$ cat src/rtl/mem_loader_pkg.sv
// Shared types and constants for the switch-and-button memory loader.
package mem_loader_pkg;

  typedef enum logic [1:0] {
    StIdle,
    StCollect,
    StWrite,
    StDone
  } loader_state_t;

  localparam int unsigned DATA_W_DEF = 16;
  localparam int unsigned NIBS       = DATA_W_DEF / 4;

endpackage

$ cat src/rtl/btn_debounce.sv
// Push-button conditioner: 2-flop synchronizer, stability counter, and a
// one-cycle pulse on each debounced rising edge.
module btn_debounce #(
  parameter int unsigned DEB_CYCLES = 65536
) (
  input  logic clk,
  input  logic reset,
  input  logic raw,
  output logic level,
  output logic rise_pulse
);

  localparam int unsigned CNT_W = $clog2(DEB_CYCLES + 1);

  logic             sync1_q, sync2_q;
  logic             level_q, rise_q;
  logic [CNT_W-1:0] cnt_q;
  logic             differ, settle;

  assign differ = (sync2_q != level_q);
  // Level flips on the DEB_CYCLES-th consecutive differing sample.
  assign settle = differ && (cnt_q == CNT_W'(DEB_CYCLES - 1));

  always_ff @(posedge clk) begin
    if (reset) begin
      sync1_q <= 1'b0;
      sync2_q <= 1'b0;
      level_q <= 1'b0;
      rise_q  <= 1'b0;
      cnt_q   <= '0;
    end else begin
      sync1_q <= raw;
      sync2_q <= sync1_q;
      rise_q  <= settle && sync2_q;
      if (settle) begin
        level_q <= sync2_q;
        cnt_q   <= '0;
      end else if (differ) begin
        cnt_q <= cnt_q + CNT_W'(1);
      end else begin
        cnt_q <= '0;
      end
    end
  end

  assign level      = level_q;
  assign rise_pulse = rise_q;

endmodule

$ cat src/rtl/mem_loader.sv
// Nibble-at-a-time program loader: assembles 16-bit words from SW presses and
// writes them to sequential memory addresses.
module mem_loader
  import mem_loader_pkg::*;
#(
  parameter int unsigned ADDR_W     = 8,
  parameter int unsigned DATA_W     = 16,
  parameter int unsigned DEB_CYCLES = 65536
) (
  input  logic              clk,
  input  logic              reset,
  input  logic              start,
  input  logic              button,
  input  logic [3:0]        SW,
  output logic              mem_we,
  output logic [ADDR_W-1:0] mem_addr,
  output logic [DATA_W-1:0] mem_wdata,
  output logic              busy,
  output logic              done,
  output logic [1:0]        nib_idx,
  output logic [DATA_W-1:0] y
);

  loader_state_t     state_q, state_d;
  logic [ADDR_W-1:0] addr_q, addr_d;
  logic [DATA_W-1:0] word_q, word_d;
  logic [1:0]        nib_q, nib_d;
  logic              we_q;
  logic              start_d;
  logic              start_edge;
  logic              press;
  logic              btn_level;

  btn_debounce #(
    .DEB_CYCLES(DEB_CYCLES)
  ) u_deb (
    .clk       (clk),
    .reset     (reset),
    .raw       (button),
    .level     (btn_level),
    .rise_pulse(press)
  );

  assign start_edge = start && !start_d;

  always_comb begin
    state_d = state_q;
    addr_d  = addr_q;
    word_d  = word_q;
    nib_d   = nib_q;
    unique case (state_q)
      StIdle, StDone: begin
        if (start_edge) begin
          state_d = StCollect;
          addr_d  = '0;
          word_d  = '0;
          nib_d   = '0;
        end
      end
      StCollect: begin
        // start_edge has priority; a coincident nibble is dropped.
        if (start_edge) begin
          state_d = StDone;
        end else if (press) begin
          word_d = {word_q[DATA_W-5:0], SW};
          nib_d  = nib_q + 2'd1;
          if (nib_q == 2'(NIBS - 1)) begin
            state_d = StWrite;
          end
        end
      end
      StWrite: begin
        if (addr_q == '1) begin
          state_d = StDone;
        end else begin
          state_d = StCollect;
          addr_d  = addr_q + ADDR_W'(1);
          word_d  = '0;
          nib_d   = '0;
        end
      end
      default: state_d = StIdle;
    endcase
  end

  always_ff @(posedge clk) begin
    if (reset) begin
      state_q <= StIdle;
      addr_q  <= '0;
      word_q  <= '0;
      nib_q   <= '0;
      we_q    <= 1'b0;
      start_d <= 1'b0;
    end else begin
      state_q <= state_d;
      addr_q  <= addr_d;
      word_q  <= word_d;
      nib_q   <= nib_d;
      we_q    <= (state_d == StWrite);
      start_d <= start;
    end
  end

  // Gate with reset so a pending strobe never shows during the reset cycle.
  assign mem_we    = we_q && !reset;
  assign mem_addr  = addr_q;
  assign mem_wdata = word_q;
  assign busy      = (state_q == StCollect) || (state_q == StWrite);
  assign done      = (state_q == StDone);
  assign nib_idx   = nib_q;
  assign y         = busy ? word_q : DATA_W'(addr_q);

endmodule

$ cat config.mk
export PLATFORM = sky130hd
export DESIGN_NAME = mem_loader
export DESIGN_NICKNAME = d
export VERILOG_FILES = /design/src/rtl/mem_loader_pkg.sv /design/src/rtl/btn_debounce.sv /design/src/rtl/mem_loader.sv
export SDC_FILE = /design/constraint.sdc
export NUM_CORES = 1
export LEC_CHECK = 0
export ABC_CLOCK_PERIOD_IN_PS = 6100
export CORE_MARGIN = 2
export CORE_UTILIZATION = 46
export DETAILED_ROUTE_END_ITERATION = 8
export PLACE_DENSITY_LB_ADDON = 0.12
export SYNTH_ARGS = -nofsm -noshare
export SYNTH_HDL_FRONTEND = slang
export SYNTH_HIERARCHICAL = 1
export SYNTH_SLANG_ARGS = --single-unit
$ cat constraint.sdc
create_clock -name clk -period 6.1 [get_ports clk]
set_input_delay 1.22 -clock clk [delete_from_list [all_inputs] [get_ports clk]]
set_output_delay 1.22 -clock clk [all_outputs]
set_load 0.05 [all_outputs]
==> results of run 1 <==
-- per-layer routing --
| metal | track usage, % | routed length [um] | vias to the layer above |
|---|---|---|---|
| met1 | 27.8 | 2820 | 1124 |
| met3 | 4.48 | 221 | 4 |
| li1 | - | - | 1169 |
| met5 | 0 | 0 | - |
| met2 | 31.5 | 2920 | 48 |
| met4 | 4.91 | 45 | 0 |
-- registers in the layout, summed over array words and instances, names as in the netlist --
| register | flops |
|---|---|
| u_deb/cnt_q | 17 |
| start_d | 1 |
| nib_idx | 2 |
| we_q | 1 |
| u_deb/rise_pulse | 1 |
| u_deb/sync2_q | 1 |
| state_q | 2 |
| u_deb/level | 1 |
| mem_addr | 8 |
| u_deb/sync1_q | 1 |
| mem_wdata | 16 |
-- logic make-up after synthesis --
kind of cell	share of synthesized area, %
multiplexers	5.10
AND/OR/NAND/NOR	22.6
adder cells (fa/ha/maj)	3.92
AO/OA/AOI/OAI	21.6
buffers and inverters	5.39
XOR/XNOR	1.37
flip-flops	40.0
-- power breakdown --
| part | total [mW] | internal (mW) | switching, mW |
|---|---|---|---|
| combinational | 0.133 | 0.0369 | 0.0965 |
| sequential | 0.346 | 0.339 | 0.00734 |
| clock | 0.199 | 0.0894 | 0.110 |
-- through the flow --
| stage | cell area (sq um) | worst slack (ps) | power, mW | cells | hold slack, ps |
|---|---|---|---|---|---|
| final | 3160 | 2140 | 0.679 | 400 | 441 |
| after global routing | 3160 | 1950 | 0.713 | 400 | 477 |
| after CTS | 3160 | 2120 | 0.685 | 400 | 446 |
| after detailed placement | 3070 | 2310 | 0.487 | 393 | 424 |
| after global placement | 3070 | 2290 | 0.487 | 393 | 416 |
| after floorplan | 2550 | 2770 | 0.456 | 287 | 414 |
-- cell type report --
cell class                 count  area (sq um)  area share, %
multi-input combinational    206          1390           44.1
inverter                      11          41.3           1.31
clock inverter                 1          5.00          0.158
sequential                    51          1020           32.3
timing repair buffer          53           528           16.7
tap                           72          90.1           2.85
clock buffer                   6          82.6           2.61
-- worst paths after layout --
| check | to | cells past startpoint |
|---|---|---|
| max reg2reg | nib_idx[0] | 6 |
| max | y[3] | 4 |
| min reg2reg | u_deb/sync2_q | 1 |
| min | u_deb/sync2_q | 1 |
-- placed cells by master, fill, tap and decap left out, types with 5 or more instances in the layout --
cell	instances
nor2b_1	13
nand3_1	13
a21oi_1	16
o311ai_0	18
o21ai_0	9
clkdlybuf4s50_1	52
mux2_2	8
or4_1	6
clkbuf_8	6
o31ai_1	22
ha_1	8
nor2_1	11
inv_1	11
nand4_1	5
nand2_1	27
dfxtp_1	51
==> metrics.cfg, run 1 <==
[die]
core_area_sq_um = 5440
fp.dieW_um = 78.5
die_height_um = 78.5
start_util_pct = 46.9
rows = 27
io_pins = 53
die-area_sq_um = 6160

[cts]
clock_latency_ps = 300
hold_buffers = 0
cts_made_buffers = 5
clockBufferDepth = 2
clkTransAtPathRegs_ps = 90
cts.sinks = 51
htree_levels = 2
cts_tree = done
cts-root-buf = clkbuf_8
post_cts_buffers = 0
cts_resized = 0

[final_layout]
finish.utilization_pct = 58.1
finish.net_count = 344
area_growth_pct = 23.9
layout-drive-gt1-share_pct = 6.10
fillers = 514
antenna_cells = 0

[critical_path]
critPathLaunch = state_q[0]
crit_required_ps = 4880
cp.arrival_ps = 2740
crit_slowest_cell = ha_1
endpoint_kind = primary output
r2r-start = state_q[0]
critPathKind = register to primary output
rrSetupSlack_ps = 2700
critPathMaxStageDelay_ps = 800
path_buf_inv = 2
cp_max_fo = 24
crit_family = adder cells
path_cells = inv_1 > ha_1 > mux2_2 > clkdlybuf4s50_1
worstSetupStartpointType = register

[timing]
hold_violations = 0
tightest_slew_ps = 1130
min_period_ps = 3960
finalMaxSlewViolations = 0
fin_skew_ps = 4.04
fmax_mhz = 253
final-setup-viol-count = 0
max_slew_margin_pct = 24.5
fin_crit_sh_pct = 64.9
setup_tns_ps = 0
rsz0062_at_grt = false

[logic_synthesis]
avgSynthCellArea_sq_um = 8.89
yosysWarningCount = 6
synthesis.area_sq_um = 2550
synth_cells = 287
yosys-top-cells-area = dfxtp_1, o31ai_1, o311ai_0
synth_nets = 303
yosysUniqueCellTypes = 42
yosysSeqAreaShare_pct = 40.0
yosysMostFrequentCell = dfxtp_1
synth_seq_cells = 51
yosysTopAreaCell = dfxtp_1
ys_top_cells_by_count = dfxtp_1, nand2_1, o31ai_1, o311ai_0, a21oi_1
async_reset_ff_share_pct = 0
synth_edf_count = 0
ys.flop_type = dfxtp_1
synth_top_area_share_pct = 40.0

[place]
portBuffers = 52
hpwl_um = 3990
routabilityCongestion = 0.811

[run_status]
status = completed

[route]
ant_nets = 0
via_per_inst = 5.86
post-route-drc-count = 0
first_pass_iters = 4
wire_per_inst_um = 15.0
drt_iter0_drc = 251
wl_um = 6000
vias = 2345

[flow_run]
max_cap_viol_count = 0

[global_route]
gr-usage-all-layers_pct = 20.0
grt_antenna_before_repair = 0
grt_pass1_wl_um = 9960
grt_pass1_vias = 2058
grt_max_degree = 33
grt_overflow = 0

[worst_hold_path]
hold_class = register to register
min_from = u_deb/sync1_q

[power_and_ir_drop]
leakage_nw = 1.01
powerDensity_nw_per_um2 = 215
ir_drop_mv = 0.102

Power figures use the tool's default switching activity.
==> run 2, diff against run 1 <==
--- a/config.mk
+++ b/config.mk
@@ -5,7 +5,7 @@
 export SDC_FILE = /design/constraint.sdc
 export NUM_CORES = 1
 export LEC_CHECK = 0
-export ABC_CLOCK_PERIOD_IN_PS = 6100
+export ABC_CLOCK_PERIOD_IN_PS = 3600
 export CORE_MARGIN = 2
 export CORE_UTILIZATION = 46
 export DETAILED_ROUTE_END_ITERATION = 8
==> constraint.sdc (replaced) <==
create_clock -name clk -period 3.6 [get_ports clk]
set_input_delay 0.72 -clock clk [delete_from_list [all_inputs] [get_ports clk]]
set_output_delay 0.72 -clock clk [all_outputs]
set_load 0.05 [all_outputs]
==> metrics.cfg, run 2 (same netlist as run 1, synthesis figures left out) <==
[global_route]
grt_max_degree = 23  ; -30%
grt_pass1_vias = 2157  ; +4.8%
gr-usage-all-layers_pct = 20.6  ; +0.57 points
grt_pass1_wl_um = 10200  ; +1.9%
grt_overflow = 0  ; unchanged
grt_antenna_before_repair = 0  ; unchanged

[route]
post-route-drc-count = 0  ; unchanged
wl_um = 5980  ; -0.28%
ant_nets = 0  ; unchanged
wire_per_inst_um = 14.8  ; -1.5%
first_pass_iters = 5  ; +1
via_per_inst = 5.87  ; +0.20%
vias = 2379  ; +1.4%
drt_iter0_drc = 192  ; -24%

[timing]
fmax_mhz = 311
final-setup-viol-count = 0  ; unchanged
rsz0062_at_grt = false
tightest_slew_ps = 1050  ; -84.7 ps
setup_tns_ps = 0  ; unchanged
max_slew_margin_pct = 30.0  ; +5.6 points
hold_violations = 0  ; unchanged
min_period_ps = 3220
fin_skew_ps = 6.94  ; +2.90 ps
finalMaxSlewViolations = 0  ; unchanged
fin_crit_sh_pct = 89.3

[critical_path]
path_buf_inv = 2  ; unchanged
crit_slowest_cell = clkdlybuf4s50_1
cp_max_fo = 14  ; -42%
path_cells = inv_1 > ha_1 > mux2_2 > clkdlybuf4s50_1
endpoint_kind = primary output
rrSetupSlack_ps = 540  ; -2160 ps
crit_required_ps = 2880  ; -2000 ps
critPathMaxStageDelay_ps = 700  ; -100 ps
critPathKind = register to primary output
worstSetupStartpointType = register
cp.arrival_ps = 2500  ; -240 ps
crit_family = buffers and inverters

[cts]
clockBufferDepth = 2  ; unchanged
htree_levels = 2  ; unchanged
cts_tree = done
clkTransAtPathRegs_ps = 90  ; about the same
cts_made_buffers = 5  ; unchanged
hold_buffers = 0  ; unchanged
cts_resized = 0  ; unchanged
post_cts_buffers = 0  ; unchanged
clock_latency_ps = 300  ; about the same
cts-root-buf = clkbuf_8
cts.sinks = 51  ; unchanged

[die]
rows = 27  ; unchanged
io_pins = 53  ; unchanged
fp.dieW_um = 78.5  ; unchanged
core_area_sq_um = 5440  ; unchanged
start_util_pct = 46.9  ; unchanged
die-area_sq_um = 6160  ; unchanged
die_height_um = 78.5  ; unchanged

[power_and_ir_drop]
powerDensity_nw_per_um2 = 377  ; +75%
pwr-share-clk_pct = 31.8  ; +2.4 points
p_int_uw = 853  ; +83%
leakage_nw = 1.04  ; +3.3%
p_seq_share_pct = 48.3  ; -2.7 points
switchingPower_uw = 362  ; +69%
ir_drop_mv = 0.284  ; +180%
combPwrFrac_pct = 19.9  ; +0.3 points
power_mw = 1.22  ; +79%
swShare_pct = 29.8  ; -1.7 points

[place]
routabilityCongestion = 0.855  ; +5.5%
hpwl_um = 4160  ; +4.1%
portBuffers = 52  ; unchanged

[final_layout]
fillers = 482  ; -6.2%
area_growth_pct = 26.3
top_register = u_deb/cnt_q
layout-drive-gt1-share_pct = 7.51  ; +1.4 points
antenna_cells = 0  ; unchanged
most-common-layout-cells = clkdlybuf4s50_1, dfxtp_1, nand2_1, o31ai_1, o311ai_0
finish.utilization_pct = 59.3  ; +1.2 points
largest_register_ffs = 17  ; unchanged
finish.net_count = 349  ; +1.5%

[worst_hold_path]
hold_class = register to register

[run_status]
status = completed

[flow_run]
max_cap_viol_count = 0  ; unchanged

==> run 2: changes by cell type in the layout (fill, tap and decap cells not counted), sizes merged <==
cell           delta
buf               +6
bufinv            +1
clkdlybuf4s50     -1
clkinv            -1
==> run 2: metal layers <==
layer / wire length (um) / share of wire, % / track usage (%) / up-vias
li1: - / - / - / 1176
met1: 2660 / 44 / 25.6 / 1113
met2: 2950 / 49 / 34.9 / 78
met3: 273 / 4.6 / 3.91 / 12
met4: 103 / 1.7 / 8.42 / 0
met5: 0 / 0 / 0 / -
==> run 2: cell type report <==
type,instances,area [sq um],area share (%)
Multi-Input combinational cell,206,1390,43.2
Timing Repair Buffer,58,576,17.9
Inverter,11,41.3,1.28
Sequential cell,51,1020,31.7
Tap cell,72,90.1,2.79
Clock inverter,1,30.0,0.931
Clock buffer,6,72.6,2.25
==> run 2: power by group through the flow <==
stage,Combinational [mW],Sequential [mW],Clock (mW)
2_1_floorplan,0.158,0.614,0
3_3_place_gp,0.240,0.600,0
3_5_place_dp,0.240,0.600,0
4_1_cts,0.240,0.587,0.393
5_1_grt,0.263,0.589,0.423
6_report,0.242,0.587,0.387
==> run 2: final timing paths <==
path | from | end | depth (start not counted)
worst max-delay path | state_q[0] | y[4] | 4
worst min-delay path | u_deb/sync1_q | u_deb/sync2_q | 1
worst max register to register | state_q[0] | nib_idx[0] | 6
worst min register to register | u_deb/sync1_q | u_deb/sync2_q | 1
==> run 2: stage by stage <==
step           instance area, sq um  hold slack [ps]  worst slack [ps]  instances
3_5_place_dp                   3120              433               469        398
5_1_grt                        3220              470               241        405
2_1_floorplan                  2550              414              1170        287
4_1_cts                        3220              454               367        405
3_3_place_gp                   3120              418               457        398
6_report                       3220              448               385        405
==> run 3, diff against run 2 <==
--- a/config.mk
+++ b/config.mk
@@ -5,11 +5,13 @@
 export SDC_FILE = /design/constraint.sdc
 export NUM_CORES = 1
 export LEC_CHECK = 0
-export ABC_CLOCK_PERIOD_IN_PS = 3600
+export ABC_AREA = 1
+export ABC_CLOCK_PERIOD_IN_PS = 2900
 export CORE_MARGIN = 2
 export CORE_UTILIZATION = 46
 export DETAILED_ROUTE_END_ITERATION = 8
 export PLACE_DENSITY_LB_ADDON = 0.12
+export SLEW_MARGIN = 10
 export SYNTH_ARGS = -nofsm -noshare
 export SYNTH_HDL_FRONTEND = slang
 export SYNTH_HIERARCHICAL = 1
==> constraint.sdc (replaced) <==
create_clock -name clk -period 2.9 [get_ports clk]
set_input_delay 0.58 -clock clk [delete_from_list [all_inputs] [get_ports clk]]
set_output_delay 0.58 -clock clk [all_outputs]
set_load 0.05 [all_outputs]
==> metrics.cfg, run 3 <==
[logic_synthesis]
ys.flop_type = dfxtp_1
yosysUniqueCellTypes = 31  ; -26%
synth_top_area_share_pct = 37.9  ; -2.1 points
synth_nets = 422  ; +39%
yosysWarningCount = 6  ; unchanged
yosysSeqAreaShare_pct = 37.9  ; -2.1 points
synth_seq_cells = 51  ; unchanged
synthesis.area_sq_um = 2700  ; +5.6%
async_reset_ff_share_pct = 0  ; unchanged
ys_top_cells_by_count = nand2_1, nor2_1, inv_1, dfxtp_1, a21oi_1
yosys-top-cells-area = dfxtp_1, nand2_1, nor2_1
synth_cells = 406  ; +41%
synth_edf_count = 0  ; unchanged
yosysMostFrequentCell = nand2_1
avgSynthCellArea_sq_um = 6.64  ; -25%
yosysTopAreaCell = dfxtp_1

[flow_run]
max_cap_viol_count = 0  ; unchanged

[timing]
tightest_slew_ps = 790  ; -256 ps
min_period_ps = 2670
fin_crit_sh_pct = 92.0
setup_tns_ps = 0  ; unchanged
max_slew_margin_pct = 47.3  ; +17 points
hold_violations = 0  ; unchanged
rsz0062_at_grt = false
final-setup-viol-count = 0  ; unchanged
finalMaxSlewViolations = 0  ; unchanged
fin_skew_ps = 7.84  ; +0.905 ps
fmax_mhz = 375

[cts]
cts_resized = 0  ; unchanged
clockBufferDepth = 2  ; unchanged
htree_levels = 2  ; unchanged
clkTransAtPathRegs_ps = 100  ; about the same
cts_tree = done
cts_made_buffers = 5  ; unchanged
hold_buffers = 0  ; unchanged
cts.sinks = 51  ; unchanged
post_cts_buffers = 0  ; unchanged
cts-root-buf = clkbuf_8
clock_latency_ps = 310  ; about the same

[worst_hold_path]
min_from = u_deb/sync1_q
hold_class = register to register

[die]
core_area_sq_um = 5570  ; +2.5%
die-area_sq_um = 6490  ; +5.3%
start_util_pct = 48.4  ; +1.4 points
io_pins = 53  ; unchanged
fp.dieW_um = 80.5  ; +2.6%
die_height_um = 80.5  ; +2.6%
rows = 27  ; unchanged

[final_layout]
final_area_sq_um = 3440  ; +6.8%
area_growth_pct = 27.8
largest_register_ffs = 17  ; unchanged
final_common_cell = nand2_1
top_register = u_deb/cnt_q
most-common-layout-cells = nand2_1, nor2_1, inv_1, dfxtp_1, clkdlybuf4s50_1
finish.net_count = 471  ; +35%
antenna_cells = 0  ; unchanged
layout-drive-gt1-share_pct = 11.2  ; +3.7 points

[global_route]
grt_antenna_before_repair = 0  ; unchanged
grt_pass1_vias = 2309  ; +7.0%
grt_pass1_wl_um = 10200  ; +0.75%
grt_overflow = 0  ; unchanged
gr-usage-all-layers_pct = 20.1  ; -0.45 points
grt_max_degree = 36  ; +57%

[route]
highest_layer = met4
wire_per_inst_um = 11.4  ; -23%
via_per_inst = 4.70  ; -20%
ant_nets = 0  ; unchanged
met2WireLength_um = 2830  ; -3.8%
drt_iter0_drc = 116  ; -40%
first_pass_iters = 4  ; -1
wl_um = 6020  ; +0.62%
wl_met1_um = 2830  ; +6.5%
vias = 2484  ; +4.4%
post-route-drc-count = 0  ; unchanged
wl_met3_um = 283  ; +3.7%

[power_and_ir_drop]
powerDensity_nw_per_um2 = 626  ; +66%
ir_drop_mv = 0.366  ; +29%
leakage_nw = 1.45  ; +39%
power_mw = 2.16  ; +77%

[run_status]
status = completed

[place]
routabilityCongestion = 0.835  ; -2.4%
hpwl_um = 4440  ; +6.7%
placedInstanceArea_sq_um = 3310  ; +6.1%
portBuffers = 52  ; unchanged

[critical_path]
cp_max_fo = 20  ; +6
worstSetupStartpointType = register
rrSetupSlack_ps = 600  ; +60 ps
crit_required_ps = 2320  ; -560 ps
critPathLaunch = state_q[0]
r2r-start = state_q[0]
cp.arrival_ps = 2090  ; -410 ps
critPathKind = register to primary output
endpoint_kind = primary output

-- run 3: changes by cell type after synthesis, sizes merged, moves of 13 or more --
cell,change
inv,+52
nand2,+91
nor2,+65
nor2b,-13
o311ai,-18
o31ai,-22
-- run 3: worst paths after layout --
path / to / cells after the start
setup reg to reg: mem_wdata[1] / 7
hold reg to reg: u_deb/sync2_q / 2
hold / removal: u_deb/sync2_q / 2
setup / recovery: y[3] / 5
-- run 3: layout make-up --
cell class | instances | area, sq um
inverter | 63 | 236
timing repair buffer | 54 | 603
tap | 72 | 90.1
sequential | 51 | 1020
clock inverter | 2 | 60.1
clock buffer | 6 | 72.6
fill | 524 | 2130
multi-input combinational | 280 | 1360
-- run 3: report_power, final --
group	internal (mW)	switching, mW
Sequential	0.756	0.0487
Clock	0.345	0.243
Combinational	0.250	0.514
Total	1.35	0.806
-- run 3: stage by stage --
stage               util, %  hold WS [ps]  instances  setup WS, ps
floorplan                 -           388        406           153
finish                 61.8           416        528           233
detailed placement     59.4           402        520           530
global placement       59.4           404        520           576
CTS                    61.8           418        528           226
global route           61.8           448        528          80.3
-- run 3: cells by family after synthesis --
kind of cell | synth area share, %
AO/OA/AOI/OAI | 10.0
AND/OR/NAND/NOR | 36.1
flip-flops | 37.9
adder cells (fa/ha/maj) | 3.71
buffers and inverters | 11.7
XOR/XNOR | 0.650
-- run 3: layer usage --
metal / track usage (%) / up-vias
li1: - / 1341
met1: 24.7 / 1087
met4: 5.93 / 0
met5: 0 / -
met2: 35.3 / 50
met3: 4.16 / 6
-- run 3: worst max-delay path, cell delays in order, from the launching register on --
cell	delay (ps)
dfxtp_1	440
inv_1	70
ha_1	500
buf_4	260
o21ai_0	320
buf_12	190
